[src/rtl/fifo_out_drain_if.sv]
// Tagged output word stream of the drain stage.
// The master drives word/tag/valid and the slave answers with ready.
interface fifo_out_drain_if #(
  parameter int FIFO_WORD_SIZE = 10
);
  logic [FIFO_WORD_SIZE-1:0] out_data;
  logic [1:0]                out_src;
  logic                      out_valid;
  logic                      out_ready;

  modport master (
    output out_data,
    output out_src,
    output out_valid,
    input  out_ready
  );

  modport slave (
    input  out_data,
    input  out_src,
    input  out_valid,
    output out_ready
  );
endinterface

[src/rtl/fifo_out_drain.sv]
// Round-robin drain of the four output FIFOs into one tagged valid/ready
// word stream, with saturating per-FIFO delivered-word counters that can
// be read back through a registered req/idx port.
module fifo_out_drain #(
  parameter int NUM_OUT        = 4,
  parameter int FIFO_WORD_SIZE = 10,
  parameter int CNT_WIDTH      = 5
) (
  input  logic                      clk,
  input  logic                      reset,
  input  logic                      enable,
  input  logic [NUM_OUT-1:0]        fifo_empty,
  input  logic [FIFO_WORD_SIZE-1:0] data_out0,
  input  logic [FIFO_WORD_SIZE-1:0] data_out1,
  input  logic [FIFO_WORD_SIZE-1:0] data_out2,
  input  logic [FIFO_WORD_SIZE-1:0] data_out3,
  output logic [NUM_OUT-1:0]        pop_FIFO_out,
  fifo_out_drain_if.master          out_if,
  input  logic                      clear_counts,
  input  logic                      req,
  input  logic [1:0]                idx,
  output logic [CNT_WIDTH-1:0]      data,
  output logic                      valid
);

  typedef enum logic [1:0] {SCAN, POP, CAPT, HOLD} state_t;

  state_t                    state_reg;
  logic [1:0]                rr_ptr_reg;
  logic [1:0]                sel_reg;
  logic [NUM_OUT-1:0]        pop_reg;
  logic [FIFO_WORD_SIZE-1:0] out_data_reg;
  logic [1:0]                out_src_reg;
  logic                      out_valid_reg;
  logic [CNT_WIDTH-1:0]      data_reg;
  logic                      valid_reg;

  logic [CNT_WIDTH-1:0]      count_reg  [NUM_OUT];
  logic [CNT_WIDTH-1:0]      count_next [NUM_OUT];

  logic                      scan_found;
  logic [1:0]                scan_idx;
  logic [1:0]                cand;
  logic [FIFO_WORD_SIZE-1:0] data_sel;
  logic                      deliver;

  // A word is delivered on the HOLD cycle in which downstream is ready.
  assign deliver = (state_reg == HOLD) && out_if.out_ready;

  // First non-empty FIFO at or after rr_ptr; walking down lets the
  // closest candidate overwrite the farther ones.
  always_comb begin
    scan_found = 1'b0;
    scan_idx   = rr_ptr_reg;
    cand       = '0;
    for (int k = NUM_OUT - 1; k >= 0; k--) begin
      cand = rr_ptr_reg + 2'(k);
      if (!fifo_empty[cand]) begin
        scan_found = 1'b1;
        scan_idx   = cand;
      end
    end
  end

  // Read-data mux for the selected FIFO, used in the capture cycle.
  always_comb begin
    case (sel_reg)
      2'd0:    data_sel = data_out0;
      2'd1:    data_sel = data_out1;
      2'd2:    data_sel = data_out2;
      default: data_sel = data_out3;
    endcase
  end

  // Drain FSM: select and pop, wait one cycle for FIFO read data,
  // capture it, then hold it until the downstream handshake.
  always_ff @(posedge clk) begin
    if (reset) begin
      state_reg     <= SCAN;
      rr_ptr_reg    <= '0;
      sel_reg       <= '0;
      pop_reg       <= '0;
      out_data_reg  <= '0;
      out_src_reg   <= '0;
      out_valid_reg <= 1'b0;
    end else begin
      case (state_reg)
        SCAN: begin
          if (enable && scan_found) begin
            sel_reg   <= scan_idx;
            pop_reg   <= {{(NUM_OUT-1){1'b0}}, 1'b1} << scan_idx;
            state_reg <= POP;
          end else begin
            pop_reg <= '0;
          end
        end
        POP: begin
          pop_reg   <= '0;
          state_reg <= CAPT;
        end
        CAPT: begin
          out_data_reg  <= data_sel;
          out_src_reg   <= sel_reg;
          out_valid_reg <= 1'b1;
          state_reg     <= HOLD;
        end
        HOLD: begin
          if (out_if.out_ready) begin
            out_valid_reg <= 1'b0;
            rr_ptr_reg    <= sel_reg + 2'd1;
            state_reg     <= SCAN;
          end
        end
        default: state_reg <= SCAN;
      endcase
    end
  end

  // Per-FIFO counter update: clear wins over increment, and a full
  // counter sticks at all-ones instead of wrapping.
  generate
    for (genvar gi = 0; gi < NUM_OUT; gi++) begin : gen_cnt
      assign count_next[gi] =
          clear_counts ? '0 :
          (deliver && (sel_reg == 2'(gi)) && (count_reg[gi] != '1)) ?
              count_reg[gi] + 1'b1 : count_reg[gi];
    end
  endgenerate

  // Counter registers.
  always_ff @(posedge clk) begin
    if (reset) begin
      for (int i = 0; i < NUM_OUT; i++) begin
        count_reg[i] <= '0;
      end
    end else begin
      count_reg <= count_next;
    end
  end

  // Registered counter readout; sees the value before any same-cycle update.
  always_ff @(posedge clk) begin
    if (reset || !req) begin
      data_reg  <= '0;
      valid_reg <= 1'b0;
    end else begin
      data_reg  <= count_reg[idx];
      valid_reg <= 1'b1;
    end
  end

  assign pop_FIFO_out     = pop_reg;
  assign out_if.out_data  = out_data_reg;
  assign out_if.out_src   = out_src_reg;
  assign out_if.out_valid = out_valid_reg;
  assign data             = data_reg;
  assign valid            = valid_reg;

endmodule

[src/flat_wrapper.sv]
// flat-port wrapper written by rule: the top's interface ports become plain ports
module fifo_out_drain_flat 
#(
  parameter int NUM_OUT        = 4,
  parameter int FIFO_WORD_SIZE = 10,
  parameter int CNT_WIDTH      = 5
)
  (clk, reset, enable, fifo_empty, data_out0, data_out1, data_out2, data_out3, pop_FIFO_out, clear_counts, req, idx, data, valid, out_if_out_data, out_if_out_src, out_if_out_valid, out_if_out_ready);
  fifo_out_drain_if #(.FIFO_WORD_SIZE(FIFO_WORD_SIZE)) out_if_i ();
  input  logic clk;
  input  logic reset;
  input  logic enable;
  input  logic [NUM_OUT-1:0] fifo_empty;
  input  logic [FIFO_WORD_SIZE-1:0] data_out0;
  input  logic [FIFO_WORD_SIZE-1:0] data_out1;
  input  logic [FIFO_WORD_SIZE-1:0] data_out2;
  input  logic [FIFO_WORD_SIZE-1:0] data_out3;
  output logic [NUM_OUT-1:0] pop_FIFO_out;
  input  logic clear_counts;
  input  logic req;
  input  logic [1:0] idx;
  output logic [CNT_WIDTH-1:0] data;
  output logic valid;
  output wire logic [$bits(out_if_i.out_data)-1:0] out_if_out_data;
  output wire logic [$bits(out_if_i.out_src)-1:0] out_if_out_src;
  output wire logic [$bits(out_if_i.out_valid)-1:0] out_if_out_valid;
  input wire logic [$bits(out_if_i.out_ready)-1:0] out_if_out_ready;
  assign out_if_out_data = out_if_i.out_data;
  assign out_if_out_src = out_if_i.out_src;
  assign out_if_out_valid = out_if_i.out_valid;
  assign out_if_i.out_ready = out_if_out_ready;
  fifo_out_drain #(.NUM_OUT(NUM_OUT), .FIFO_WORD_SIZE(FIFO_WORD_SIZE), .CNT_WIDTH(CNT_WIDTH)) u_core (.clk(clk), .reset(reset), .enable(enable), .fifo_empty(fifo_empty), .data_out0(data_out0), .data_out1(data_out1), .data_out2(data_out2), .data_out3(data_out3), .pop_FIFO_out(pop_FIFO_out), .out_if(out_if_i), .clear_counts(clear_counts), .req(req), .idx(idx), .data(data), .valid(valid));
endmodule
[config.mk]
export PLATFORM = sky130hd
export DESIGN_NAME = fifo_out_drain_flat
export DESIGN_NICKNAME = d
export VERILOG_FILES = /design/src/rtl/fifo_out_drain_if.sv /design/src/rtl/fifo_out_drain.sv /design/src/flat_wrapper.sv
export SDC_FILE = /design/constraint.sdc
export NUM_CORES = 1
export LEC_CHECK = 0
export CAP_MARGIN = 20
export CORE_MARGIN = 4
export CORE_UTILIZATION = 43
export DETAILED_ROUTE_END_ITERATION = 7
export MAX_ROUTING_LAYER = met4
export PLACE_DENSITY = 0.81
export SLEW_MARGIN = 15
export SYNTH_ARGS = -nofsm -noshare
export SYNTH_HDL_FRONTEND = slang
export SYNTH_SLANG_ARGS = --single-unit
export TNS_END_PERCENT = 20
[constraint.sdc]
create_clock -name clk -period 1.7 [get_ports clk]
set_input_delay 0.34 -clock clk [delete_from_list [all_inputs] [get_ports clk]]
set_output_delay 0.34 -clock clk [all_outputs]
set_load 0.05 [all_outputs]
==> metrics.txt, run 1 <==
setup bufs post-CTS 0; IO Pins 75; total gr overflow 0; clk sinks 49; Final Cell Area 0.00358 mm2; Post-Synthesis Cell Area 0.00253 mm2; Fillers 504; Switch Pwr 1210 uW; chip width 84.8 um; # rows 27; Setup Crit Path Kind register to register; largest net degree at the start of global routing 22; H-tree depth 2; switching part of the total 0.344; Simple-Gate Fraction of Synth Area 0.219; slowest stage cell, crit path dfxtp_2; First DRT Iteration DRCs 106; routability cong. 0.816; FF+latch count, synth 49; WL per Instance 14.9 um; Comb pwr share 0.379; initial antenna violation count 0; CP bufs+invs 0; largest family of logic cells by synthesized area simple AND/OR/NAND/NOR gates; sequential cell fraction of total power 0.376; Max FO, Critical Path 4; RSZ-0062 raised after global routing true; peak supply drop 839 uV; CP delay by family, top simple AND/OR/NAND/NOR gates; DR vias/cell 5.45; Compound-Gate Fraction of Synth Area 0.129; Worst Skew 0.0115 ns; Largest register FFs 20; Placed Area 0.00340 mm2; reg2reg end u_core.count_reg[18]$_SDFFE_PP0P_; Synth Instances 280; CP peak stage delay 0.35 ns; Pre-antenna DRT Iters 5; post-layout util 0.638; # hold bufs at CTS 0; Tcrit/Tclk final 0.979; Starting Density 0.452; final hold violation count 0; Root Driver clkbuf_8; Ant. Diodes 0; Pleak 0.00141 uW; prevailing post-synth register cell dfxtp_1; Post-synth EDFFs 0; hold path depth 2; sequential area share after synthesis 0.387; GRT Util Overall 0.191; Final ANT Viol Nets 0; worst-path cell chain ha_4, and3_1, ha_1, and4b_2, nand4_1, xor2_1, nor2_1; mux share of post-synthesis cell area 0.0918; global-route wire length before repair 10800 um; reg-to-reg slack, setup 0.04 ns; synthesis-to-finish area growth 41.2%; max_cap viols 0; Power Dens Cells 984 mW/mm2; Arr. time, crit path 1.85 ns; die area 0.00719 mm2; number of distinct library cells after synthesis 37; Final setup violation count 0; Crit. End Element register; Final min period 1.66 ns; residual DRC count 0; Worst Hold End u_core.pop_FIFO_out[3]$_SDFFE_PP0P_; TritonCTS clock tree done; fraction of layout cells with a size suffix above 1 0.228; core area 0.00561 mm2; min-delay src u_core.pop_FIFO_out[3]$_SDFFE_PP0P_; CTS clock-pin slew for the worst setup and hold paths 0.09 ns; clock network power share 0.245; vias 2399; Synth Area in Adders 0.0839; TritonCTS Buffers 5; Nets 436; CTS max path bufs 2; Async SR Flop Fraction 0; Total Wirelength 6550 um; syn_area_per_cell 9.05 um2; outcome finished, final reports clean; Syn. warnings 0; Hold WC Path Type register to register; f_max 601 MHz; xor/xnor share of the synthesized area 0.0415; HPWL after DPL 4980 um; Max transition margin 0.741; IO buf count 74; Worst-Margin Slew 0.389 ns; RR Startpoint u_core.count_reg[15]$_SDFFE_PP0P_; Die Height 84.8 um; fin. max-slew vios 0; Worst setup SP type register; CP required 1.89 ns; Int Pwr 2310 uW; Post-Synthesis Net Count 349; clock insertion delay at the later pin of the skew report 0.31 ns; vias in the first global route 2376; cell depth of the worst flop-to-flop path 7
tightest hold or removal path, cell delays in order, from the launching register on:
cell and delay, ns:
dfxtp_1 0.33, nand2_1 0.05, a21oi_1 0.06
cells by family (layout without fill, tap and decap cells):
logic type      count (synthesis)  in the layout
buf+inv                        24            112
flops                          49             49
compound gates                 49             49
xor+xnor                       12             12
mux                            17             17
fa+ha+maj                      17             17
simple gates                  112            112
routing by layer:
layer / routed length (um) / GRT usage
met1: 2820 / 0.213
met2: 3150 / 0.324
met3: 415 / 0.0540
met4: 165 / 0.0691
met5: 0 / -
placed cells by master (no fill, tap or decap), drive strengths merged, types with 10 or more instances in the layout:
cell type      instances
nor2                  32
buf                   47
nand2                 39
o21ai                 14
mux2i                 12
a21oi                 15
ha                    17
a222oi                10
clkdlybuf4s50         51
dfxtp                 49
cells in the mapped netlist (all sizes together) (3+ instances only):
master	instances	area [um2]
a211oi	3	22.5
a21oi	15	75.1
a222oi	10	100
and3	4	25.0
and4b	4	40.0
buf	11	71.3
clkbuf	7	26.3
dfxtp	49	981
ha	17	213
inv	6	22.5
mux2i	12	120
mux4	5	113
nand2	39	146
nand3	5	25.0
nand3b	4	30.0
nand4	7	50.1
nand4b	5	43.8
nor2	32	120
nor2b	8	50.1
o21ai	14	70.1
xnor2	4	35.0
xor2	8	70.1
what timing repair did:
action,in CTS,in global routing
endpoints found under the setup margin,4,19
pin swaps,0,8
resized for setup,2,20
worst max-delay path by stage:
stage	from	slack, ns	depth (start not counted)	endpoint
after CTS	u_core.count_reg[15]$_SDFFE_PP0P_	0.02	7	u_core.count_reg[17]$_SDFFE_PP0P_
after floorplan	u_core.count_reg[0]$_SDFFE_PP0P_	0.06	8	u_core.count_reg[3]$_SDFFE_PP0P_
after global routing	u_core.count_reg[15]$_SDFFE_PP0P_	-0.02	7	u_core.count_reg[17]$_SDFFE_PP0P_
after detailed placement	u_core.sel_reg[0]$_SDFFE_PP0P_	-0.03	6	u_core.out_if.out_data[7]$_SDFFE_PP0P_
final	u_core.count_reg[15]$_SDFFE_PP0P_	0.04	7	u_core.count_reg[18]$_SDFFE_PP0P_
after global placement	idx[0]	0.009	4	u_core.data[4]$_SDFF_PN0_
stage by stage:
stage | cells | TNS [ns] | hold WS, ns | total power [uW] | setup WS [ns]
6_report | 440 | 0 | 0.479 | 3520 | 0.0350
5_1_grt | 440 | -0.0653 | 0.501 | 3720 | -0.0246
4_1_cts | 440 | 0 | 0.482 | 3550 | 0.0151
3_5_place_dp | 432 | -0.144 | 0.463 | 2690 | -0.0324
3_3_place_gp | 432 | 0 | 0.455 | 2640 | 0.00866
2_1_floorplan | 280 | 0 | 0.413 | 2240 | 0.0598
power by group through the flow:
stage	clock (uW)	sequential, uW	combinational (uW)
after floorplan	0	1590	642
final	862	1320	1340
after global routing	923	1340	1460
after global placement	0	1350	1300
after CTS	878	1320	1340
after detailed placement	0	1350	1340
layout make-up:
cell class | instances | area, um2 | area share
clock buffer | 7 | 86.3 | 0.0241
clock inverter | 1 | 30.0 | 0.00839
inverter | 6 | 22.5 | 0.00629
multi-input combinational | 207 | 1490 | 0.416
sequential | 49 | 986 | 0.275
tap | 72 | 90.1 | 0.0252
timing repair buffer | 98 | 876 | 0.245
Power figures use the tool's default switching activity.
==> inputs of run 2 (changes only) <==
Settings changed: CORE_UTILIZATION 43 to 45.
Clock period 1.7 ns to 2 ns, I/O delays scaled along.
==> run 2 against run 1 <==
Final cell count down 4.5%. Power fell by 16%. Non-clock buffer count decreased by 20. Critical path depth shrank 6. Utilization down 1.3 points. Worst setup slack gained 0.10 ns. Count of clock-buffer cells in the layout fell by 1. First-iteration DRC count down 17%. Combinational power down 18%. Wire length is 5.5% lower. Clock skew fell by 0.0061 ns.
==> metrics.txt, run 2 (synthesis results as in run 1) <==
Arr. time, crit path 1.46 ns; CTS max path bufs 2; Setup WS pre-CTS 0.0549 ns; Comb pwr share 0.371; IO Pins 75; DR vias/cell 5.30; Worst-Margin Slew 0.523 ns; CP bufs+invs 1; Die Height 83.1 um; Int Pwr 1940 uW; Hold WC Path Type register to register; # hold bufs at CTS 0; TritonCTS clock tree done; Post-CTS Resized 0; Final ANT Viol Nets 0; Starting Density 0.463; Largest register FFs 20; IO buf count 74; Pre-antenna DRT Iters 4; slowest stage cell, crit path clkdlybuf4s50_1; Final setup violation count 0; total gr overflow 0; Root Driver clkbuf_8; max_cap viols 0; RSZ-0062 raised after global routing false; initial antenna violation count 0; HPWL after DPL 4700 um; clk sinks 49; fraction of layout cells with a size suffix above 1 0.0661; hold_ws 0.472 ns; Pleak 0.00128 uW; Final min period 1.86 ns; TritonCTS Buffers 5; setup bufs post-CTS 0; peak supply drop 667 uV; # rows 27; commonest non-fill, non-tap cell in the layout clkdlybuf4s50_1; Tcrit/Tclk final 0.931; fin. max-slew vios 0; Total Wirelength 6190 um; largest net degree at the start of global routing 22; Worst setup SP type register; vias 2228; sequential cell fraction of total power 0.384; core area 0.00547 mm2; placed instance count 412; f_max 537 MHz; most frequent cells in the layout clkdlybuf4s50_1, dfxtp_1, nand2_1; WL per Instance 14.7 um; H-tree depth 2; Crit. End Element output port; vias in the first global route 2205; cell depth of the worst flop-to-flop path 7; Setup Crit Path Kind register to output port; synthesis-to-finish area growth 35.0%; CTS clock-pin slew for the worst setup and hold paths 0.08 ns; Power Dens Cells 863 mW/mm2; Max transition margin 0.650; worst-path cell chain clkdlybuf4s50_1; routability cong. 0.854; CP delay by family, top buffers and inverters; clock insertion delay at the later pin of the skew report 0.30 ns; outcome finished, final reports clean; Ant. Diodes 0; Max FO, Critical Path 2; Layout Cells excl Fill 420; hold path depth 2; CP required 1.60 ns; final hold violation count 0; Final WS setup 0.138 ns; clock network power share 0.246; GRT Util Overall 0.191; global-route wire length before repair 10600 um; Crit. path cell count 1; chip width 83.1 um; Worst Skew 0.00543 ns; CP peak stage delay 0.81 ns; setup TNS 0 ns; First DRT Iteration DRCs 88; switching part of the total 0.344; Switch Pwr 1020 uW; Nets 416; die area 0.00690 mm2; residual DRC count 0
[run 2: cell count changes in the layout (fill, tap and decap cells not counted), moves of 2 or more]
cell	previous run	this run
and4b_2	3	0
clkdlybuf4s50_1	51	74
dfxtp_2	4	0
buf_4	46	4
ha_1	7	15
and3_4	2	0
and3_1	2	4
ha_2	9	2
and4b_1	1	4
dfxtp_1	45	49
[run 2: final cells by class]
type                    instances  area (um2)
multi-input cells             207        1440
clock buffers                   6        82.6
fillers                       467        2050
clock inverters                 2        37.5
well taps                      72        90.1
flip-flops and latches         49         981
inverters                       6        22.5
repair buffers                 78         771
[run 2: per-stage QoR]
stage          total power [uW]  utilization  area (um2)
2_1_floorplan              1900            -        2530
3_3_place_gp               2220        0.603        3300
3_5_place_dp               2250        0.603        3300
4_1_cts                    2980        0.625        3420
5_1_grt                    3140        0.626        3420
6_report                   2960        0.626        3420
[run 2: worst paths after layout]
kind | startpoint | endpoint | slack [ns]
min | u_core.pop_FIFO_out[3]$_SDFFE_PP0P_ | u_core.pop_FIFO_out[3]$_SDFFE_PP0P_ | 0.47
max | u_core.out_if.out_valid$_SDFFE_PP0P_ | out_if_out_valid | 0.14
max reg2reg | u_core.count_reg[10]$_SDFFE_PP0P_ | u_core.count_reg[13]$_SDFFE_PP0P_ | 0.18
min reg2reg | u_core.pop_FIFO_out[3]$_SDFFE_PP0P_ | u_core.pop_FIFO_out[3]$_SDFFE_PP0P_ | 0.47
[run 2: metal layers]
metal / share of wire / vias to the layer above / global-route usage / routed length, um
li1: - / 1128 / - / -
met1: 0.45 / 1025 / 0.224 / 2810
met2: 0.47 / 68 / 0.316 / 2930
met3: 0.057 / 7 / 0.0476 / 353
met4: 0.015 / 0 / 0.0669 / 94
met5: 0 / - / - / 0
[run 2: power by group through the flow]
stage / clock [uW] / sequential, uW / combinational, uW
after floorplan: 0 / 1360 / 546
after global placement: 0 / 1150 / 1070
after detailed placement: 0 / 1160 / 1100
after CTS: 743 / 1130 / 1100
after global routing: 784 / 1150 / 1210
final: 726 / 1130 / 1100
==> inputs of run 3 (changes only) <==
Settings changed: SKIP_LAST_GASP set to 1.
==> run 3 against run 2 <==
Clock skew about the same. Largest power group unchanged. Power up 0.12%. Worst setup slack worse by 0.0035 ns. Worst hold slack about the same. Wire length up 0.26%. Clock power up 0.7%. Count of clock-buffer cells in the layout unchanged. Flip-flop and latch count unchanged. Utilization about the same. Combinational power about the same. Global-route usage unchanged. First-iteration DRC count down 4.5%.
==> metrics.txt, run 3 (synthesis results as in run 1) <==
commonest non-fill, non-tap cell in the layout clkdlybuf4s50_1; Pre-antenna DRT Iters 5; CTS clock-pin slew for the worst setup and hold paths 0.08 ns; final hold violation count 0; Starting Density 0.463; Worst setup SP type register; placed instance count 412; total power 2960 uW; RSZ-0062 raised after global routing true; # hold bufs at CTS 0; Largest register FFs 20; CTS max path bufs 2; setup bufs post-CTS 0; fin. max-slew vios 0; TritonCTS Buffers 5; vias 2235; Nets 416; Crit. End Element output port; fraction of layout cells with a size suffix above 1 0.0632; Worst-Margin Slew 0.522 ns; largest net degree at the start of global routing 22; residual DRC count 0; Tcrit/Tclk final 0.933; DR vias/cell 5.32; synthesis-to-finish area growth 34.9%; core area 0.00547 mm2; slowest stage cell, crit path clkdlybuf4s50_1; TritonCTS clock tree done; Setup Crit Path Kind register to output port; First DRT Iteration DRCs 84; Hold WC Path Type register to register; Final ANT Viol Nets 0; H-tree depth 2; HPWL after DPL 4700 um; Arr. time, crit path 1.47 ns; routability cong. 0.854; Setup WS pre-CTS 0.0549 ns; outcome finished, final reports clean; # rows 27; clock insertion delay at the later pin of the skew report 0.30 ns; initial antenna violation count 0; IO Pins 75; CP peak stage delay 0.81 ns; worst-path cell chain clkdlybuf4s50_1; Die Height 83.1 um; Root Driver clkbuf_8; Final WS setup 0.135 ns; post-layout util 0.625; total gr overflow 0; CP delay by family, top buffers and inverters; IO buf count 74; Final min period 1.87 ns; Max FO, Critical Path 2; global-route wire length before repair 10600 um; f_max 536 MHz; peak supply drop 670 uV; Fillers 465; most frequent cells in the layout clkdlybuf4s50_1, dfxtp_1, nand2_1; Final Cell Area 0.00342 mm2; Power Dens Cells 865 mW/mm2; GRT Util Overall 0.191; WL per Instance 14.8 um; Pleak 0.00128 uW; Worst Skew 0.00549 ns; Ant. Diodes 0; chip width 83.1 um; max_cap viols 0; Final setup violation count 0; Total Wirelength 6210 um; Placed Area 0.00330 mm2; clk sinks 49; vias in the first global route 2205; Max transition margin 0.651; CP bufs+invs 1; Layout Cells excl Fill 420; die area 0.00690 mm2; Post-CTS Resized 0; CP required 1.60 ns
## run 3: changes by cell type in the layout (fill, tap and decap cells not counted)
cell / delta
ha_1: +1
ha_2: -1
## run 3: cell type report
cell class | instances | area (um2) | share of cell area
clock buffers | 6 | 82.6 | 0.0241
clock inverters | 2 | 37.5 | 0.0110
inverters | 6 | 22.5 | 0.00658
multi-input cells | 207 | 1440 | 0.420
flip-flops and latches | 49 | 981 | 0.287
well taps | 72 | 90.1 | 0.0263
repair buffers | 78 | 771 | 0.225
## run 3: metal layers
layer	routed length, um	track usage
met1	2820	0.224
met2	2930	0.316
met3	358	0.0476
met4	94	0.0669
met5	0	-
## run 3: final timing paths
path,startpoint,endpoint,slack [ns],cells after the start
max,u_core.out_if.out_valid$_SDFFE_PP0P_,out_if_out_valid,0.13,1
min reg2reg,u_core.pop_FIFO_out[3]$_SDFFE_PP0P_,u_core.pop_FIFO_out[3]$_SDFFE_PP0P_,0.47,2
min,u_core.pop_FIFO_out[3]$_SDFFE_PP0P_,u_core.pop_FIFO_out[3]$_SDFFE_PP0P_,0.47,2
max reg2reg,u_core.sel_reg[0]$_SDFFE_PP0P_,u_core.count_reg[13]$_SDFFE_PP0P_,0.15,5
## run 3: report_power, final
group / switching, uW / leakage (uW) / internal, uW
Sequential: 66.1 / 0.000396 / 1070
Combinational: 630 / 0.000827 / 464
Clock: 324 / 0.0000574 / 407
## run 3: per-stage QoR
step / TNS (ns) / hold slack, ns
6_report: 0 / 0.472
4_1_cts: 0 / 0.471
5_1_grt: -0.0317 / 0.497
3_5_place_dp: 0 / 0.451
3_3_place_gp: 0 / 0.457
2_1_floorplan: 0 / 0.450
## run 3: worst reg2reg max path, cell delays in order, from the launching register on
cell and delay (ns):
dfxtp_1 0.47, ha_1 0.52, and4b_1 0.40, nand4_2 0.14, xor2_1 0.15, nor2_1 0.05
